==> src/rtl/scan_chain_tester.sv <==
// Scan-test controller: shifts a pattern into a scan chain, pulses one capture
// cycle, shifts the response out and scores it against an expected vector under a care mask.
module scan_chain_tester #(
    parameter int CHAIN_LEN = 4,
    parameter int CNT_W     = 8
) (
    input  logic                 clk,
    input  logic                 rst_n,
    input  logic                 start,
    input  logic [CHAIN_LEN-1:0] pattern,
    input  logic [CHAIN_LEN-1:0] expected,
    input  logic [CHAIN_LEN-1:0] care_mask,
    input  logic                 scan_out,
    output logic                 scan_enable,
    output logic                 scan_in,
    output logic                 busy,
    output logic                 done,
    output logic                 pass,
    output logic [CHAIN_LEN-1:0] response,
    output logic [CNT_W-1:0]     pattern_count,
    output logic [CNT_W-1:0]     fail_count
);

    localparam int CW = $clog2(CHAIN_LEN);

    typedef enum logic [2:0] {
        S_IDLE,
        S_SHIFT_IN,
        S_CAPTURE,
        S_SHIFT_OUT,
        S_DONE
    } state_t;

    state_t               state;
    state_t               next_state;
    logic [CW-1:0]        bit_cnt;
    logic                 last_bit;
    logic [CHAIN_LEN-1:0] pat_sr;
    logic [CHAIN_LEN-1:0] exp_q;
    logic [CHAIN_LEN-1:0] mask_q;
    logic [CHAIN_LEN-2:0] resp_sr;
    logic [CHAIN_LEN-1:0] resp_next;
    logic                 run_fail;

    assign last_bit  = (bit_cnt == CW'(CHAIN_LEN - 1));
    // The final sample is taken straight from scan_out so the result is ready on entry to DONE.
    assign resp_next = {resp_sr, scan_out};
    assign run_fail  = (((resp_next ^ exp_q) & mask_q) != '0);

    always_ff @(posedge clk or negedge rst_n) begin
        if (!rst_n) state <= S_IDLE;
        else        state <= next_state;
    end

    always_comb begin
        // NOTE: assigning the default before the case keeps every path driven, so no latch is inferred.
        next_state = state;
        case (state)
            S_IDLE:      if (start)    next_state = S_SHIFT_IN;
            S_SHIFT_IN:  if (last_bit) next_state = S_CAPTURE;
            S_CAPTURE:                 next_state = S_SHIFT_OUT;
            S_SHIFT_OUT: if (last_bit) next_state = S_DONE;
            S_DONE:                    next_state = S_IDLE;
            default:                   next_state = S_IDLE;
        endcase
    end

    // Outputs are registered from next_state so they line up with the state they describe.
    always_ff @(posedge clk or negedge rst_n) begin
        if (!rst_n) begin
            // NOTE: sequential state uses non-blocking assignments so every flop samples pre-edge values.
            scan_enable   <= 1'b0;
            scan_in       <= 1'b0;
            busy          <= 1'b0;
            done          <= 1'b0;
            pass          <= 1'b0;
            response      <= '0;
            pattern_count <= '0;
            fail_count    <= '0;
            bit_cnt       <= '0;
            pat_sr        <= '0;
            exp_q         <= '0;
            mask_q        <= '0;
            resp_sr       <= '0;
        end else begin
            scan_enable <= (next_state == S_SHIFT_IN) || (next_state == S_SHIFT_OUT);
            busy        <= (next_state != S_IDLE);
            done        <= (next_state == S_DONE);
            bit_cnt     <= (next_state != state) ? '0 : bit_cnt + CW'(1);
            scan_in     <= 1'b0;
            case (state)
                S_IDLE: begin
                    if (start) begin
                        scan_in <= pattern[CHAIN_LEN-1];
                        pat_sr  <= pattern << 1;
                        exp_q   <= expected;
                        mask_q  <= care_mask;
                    end
                end
                S_SHIFT_IN: begin
                    if (!last_bit) begin
                        scan_in <= pat_sr[CHAIN_LEN-1];
                        pat_sr  <= pat_sr << 1;
                    end
                end
                S_SHIFT_OUT: begin
                    resp_sr <= resp_next[CHAIN_LEN-2:0];
                    if (last_bit) begin
                        response <= resp_next;
                        pass     <= !run_fail;
                        if (pattern_count != '1) pattern_count <= pattern_count + CNT_W'(1);
                        if (run_fail && (fail_count != '1)) fail_count <= fail_count + CNT_W'(1);
                    end
                end
                default: ;
            endcase
        end
    end

endmodule

==> config.mk <==
export PLATFORM = sky130hd
export DESIGN_NAME = scan_chain_tester
export DESIGN_NICKNAME = d
export VERILOG_FILES = /design/src/rtl/scan_chain_tester.sv
export SDC_FILE = /design/constraint.sdc
export NUM_CORES = 1
export LEC_CHECK = 0
export BUFFER_PORTS_ARGS = -buffer_cell sky130_fd_sc_hd__buf_2
export CORE_AREA = 3 3 83 85
export CTS_CLUSTER_SIZE = 16
export DETAILED_ROUTE_END_ITERATION = 16
export DIE_AREA = 0 0 86 88
export SLEW_MARGIN = 20
export SYNTH_ARGS = -nofsm -noshare
export SYNTH_HDL_FRONTEND = slang
export SYNTH_SLANG_ARGS = --single-unit
==> constraint.sdc <==
create_clock -name clk -period 2.28 [get_ports clk]
set_input_delay 0 -clock clk [delete_from_list [all_inputs] [get_ports clk]]
set_output_delay 0 -clock clk [all_outputs]
set_load 0.02 [all_outputs]
==> results.sh <==
export IMPL_place_ws_ps=494
export IMPL_setup_slack_ps=487
export IMPL_ys_flop_type="dfrtp_1"
export IMPL_fin_tns_setup_ps=0
export IMPL_syn_inst=150
export IMPL_grt_usage=0.0982
export IMPL_hold_path_class="input pin to flip-flop"
export IMPL_status="completed"
export IMPL_cellLeakagePower_nw=1.17
export IMPL_fin_hold_ws_ps=5.39
export IMPL_total_power_mw=2.73
export IMPL_cts_tree="yes"
export IMPL_wl_per_cell_um=12.0
export IMPL_whs_path_depth=3
export IMPL_clock_skew_ps=6.71
export IMPL_yosysSeqAreaShare=0.589
export IMPL_synth_edf_count=0
export IMPL_synthesis_area_mm2=0.00187
export IMPL_final_common_cell="dfrtp_1"
export IMPL_layout_min_cycle_time_ps=1790
export IMPL_max_stage_delay_ps=360
export IMPL_clk_latency_ps=290
export IMPL_worst_pin_slew_ps=394
export IMPL_cp_max_fo=10
export IMPL_min_to="pat_sr[2]"
export IMPL_fin_crit_sh=0.787
export IMPL_htreeDepth=2
export IMPL_portBuffers=40
export IMPL_ir_drop_v=0.000576
export IMPL_antenna_left=0
export IMPL_vias_per_cell=4.49
export IMPL_grt_pass1_wl_mm=5.88
export IMPL_gp_routability_congestion=0.743
export IMPL_route_detailed_drc=0
export IMPL_crit_family="compound AO/OA/AOI/OAI gates"
export IMPL_cts_made_buffers=5
export IMPL_worstPathRequired_ps=2460
export IMPL_grt_pass1_vias=1281
export IMPL_crit_path_top_delay_cell="mux2_2"
export IMPL_drt_pass1_iter_count=4
export IMPL_die_h_um=88
export IMPL_maxCapViolCount=0
export IMPL_setup_viol=0
export IMPL_cts_resized=0
export IMPL_reg2regPathDepth=5
export IMPL_core_area_mm2=0.00628
export IMPL_dpl_cell_count=265
export IMPL_num_vias=1279
export IMPL_grt_ovfl_total=0
export IMPL_cp_num_buf_inv=0
export IMPL_fin_nets=226
export IMPL_async_flop_share=1.00
export IMPL_hold_violations=0
export IMPL_critPathLaunchType="flip-flop"
export IMPL_power_density_mw_per_mm2=1150
export IMPL_reg2reg_to="fail_count[1]"
export IMPL_placed_area_mm2=0.00217
export IMPL_worst_r2r_setup_slack_ps=490
export IMPL_fillers=639
export IMPL_arrival_ps=1970
export IMPL_synth_warnings=0
export IMPL_rows=29
export IMPL_final_cell_mix="dfrtp_1 (44), buf_2 (40), nand2_1 (20), mux2_2 (13), dlygate4sd3_1 (12)"
export IMPL_io_pin_count=41
export IMPL_clock_fmax_mhz=558
export IMPL_syn2layout_area_growth_pct=27.3
export IMPL_initial_utilization=0.298
export IMPL_synth_distinct_cells=28
export IMPL_cp_end_kind="flip-flop"
export IMPL_cts_sinks=44
export IMPL_min_from="pattern[1]"
export IMPL_synth_avg_cell_area_um2=12.5
export IMPL_grt_max_degree=28
export IMPL_crit_chain="ha_1 > nand4b_4 > a31o_1 > a21oi_4 > mux2_2"
export IMPL_cts_max_path_buffers=2
export IMPL_drive_gt1_frac=0.327
export IMPL_final_area_mm2=0.00238
export IMPL_antenna_cells=0
export IMPL_final_util=0.379
export IMPL_die_w_um=86
export IMPL_die_area_mm2=0.00757
export IMPL_antenna_found_initial=0
export IMPL_crit_type="flip-flop to flip-flop"
export IMPL_post_dp_hpwl_mm=2.54
export IMPL_routed_wl_mm=3.42
export IMPL_rsz0062_at_grt="no"
export IMPL_syn_nets=169
export IMPL_cts_root_buf="clkbuf_8"
export IMPL_slew_limit_headroom=0.738
export IMPL_synth_seq_cells=44
export IMPL_drtIter0Drc=38
export IMPL_clk_pin_slew_ps=80
export IMPL_reg2reg_from="bit_cnt[0]"
export IMPL_instances_no_fill=285
export IMPL_drv_slew=0
export IMPL_post_cts_setup_buffers=0
-- worst register-to-register path, cell delays in order, from the launching register on --
cell and delay [ps]:
dfrtp_1 350, ha_1 250, nand4b_4 220, a31o_1 280
a21oi_4 220, mux2_2 360
-- power by group --
group | switching, mW | total [mW] | leakage, nW | internal, mW
clock | 0.253 | 0.494 | 0.0510 | 0.242
sequential | 0.231 | 1.29 | 0.551 | 1.06
combinational | 0.508 | 0.947 | 0.572 | 0.439
-- synth_stat cells, types with 2 or more instances --
| library cell | n | share of area |
|---|---|---|
| nor3_1 | 3 | 0.0080 |
| buf_2 | 4 | 0.011 |
| inv_1 | 5 | 0.010 |
| xnor2_1 | 11 | 0.052 |
| nor2b_1 | 2 | 0.0067 |
| nor2_1 | 4 | 0.0080 |
| nand4_1 | 6 | 0.020 |
| nand2_1 | 20 | 0.040 |
| and3_1 | 4 | 0.013 |
| ha_1 | 3 | 0.020 |
| a22oi_1 | 2 | 0.0080 |
| o22ai_1 | 2 | 0.0067 |
| mux2_2 | 13 | 0.078 |
| dfrtp_1 | 44 | 0.59 |
| nand3_1 | 3 | 0.0080 |
| and2_1 | 3 | 0.010 |
| xor2_1 | 8 | 0.037 |
| a21oi_1 | 3 | 0.0080 |
-- sequential cells by signal, summed over array words and instances, names as in the netlist --
signal         cells
fail_count         8
pattern_count      8
exp_q              4
mask_q             4
response           4
pat_sr             3
resp_sr            3
state              3
bit_cnt            2
busy               1
done               1
pass               1
scan_enable        1
scan_in            1
-- routing by layer --
metal,up-vias,global-route usage,wire length (um)
met3,2,0.0348,207
met1,618,0.129,1630
met5,-,0,0
met4,0,0.0302,18
li1,632,-,-
met2,27,0.152,1560
-- layout make-up --
cell class	instances	area (um^2)	share of cell area
Sequential cell	44	1100	0.463
Multi-Input combinational cell	97	736	0.309
Timing Repair Buffer	54	335	0.141
Tap cell	77	96.3	0.0405
Clock buffer	6	82.6	0.0347
Inverter	5	18.8	0.00789
Clock inverter	2	10.0	0.00421
-- what timing repair did --
item                                    in CTS  in global routing
endpoints found under the hold margin       29                  0
endpoints found under the setup margin       0                  0
hold buffers                                12                  0
-- cell families (layout without fill, tap and decap cells) --
kind of cell             count (synthesis)  after routing  synth area share
buffers and inverters                    9             67            0.0208
XOR/XNOR                                19             19            0.0890
adder cells (fa/ha/maj)                  3              3            0.0201
flip-flops                              44             44             0.589
AO/OA/AOI/OAI                           12             12            0.0576
multiplexers                            13             13            0.0783
AND/OR/NAND/NOR                         50             50             0.145
-- worst max-delay path by stage --
stage                     cells after the start  slack [ps]           from       endpoint
after floorplan                               5         520  fail_count[0]  fail_count[1]
after global routing                          5         360     bit_cnt[0]  fail_count[1]
after CTS                                     5         480     bit_cnt[0]  fail_count[1]
after global placement                        5         540     bit_cnt[0]  fail_count[1]
final                                         5         490     bit_cnt[0]  fail_count[1]
after detailed placement                      5         490     bit_cnt[0]  fail_count[1]
(Power assumes the default switching activity.)
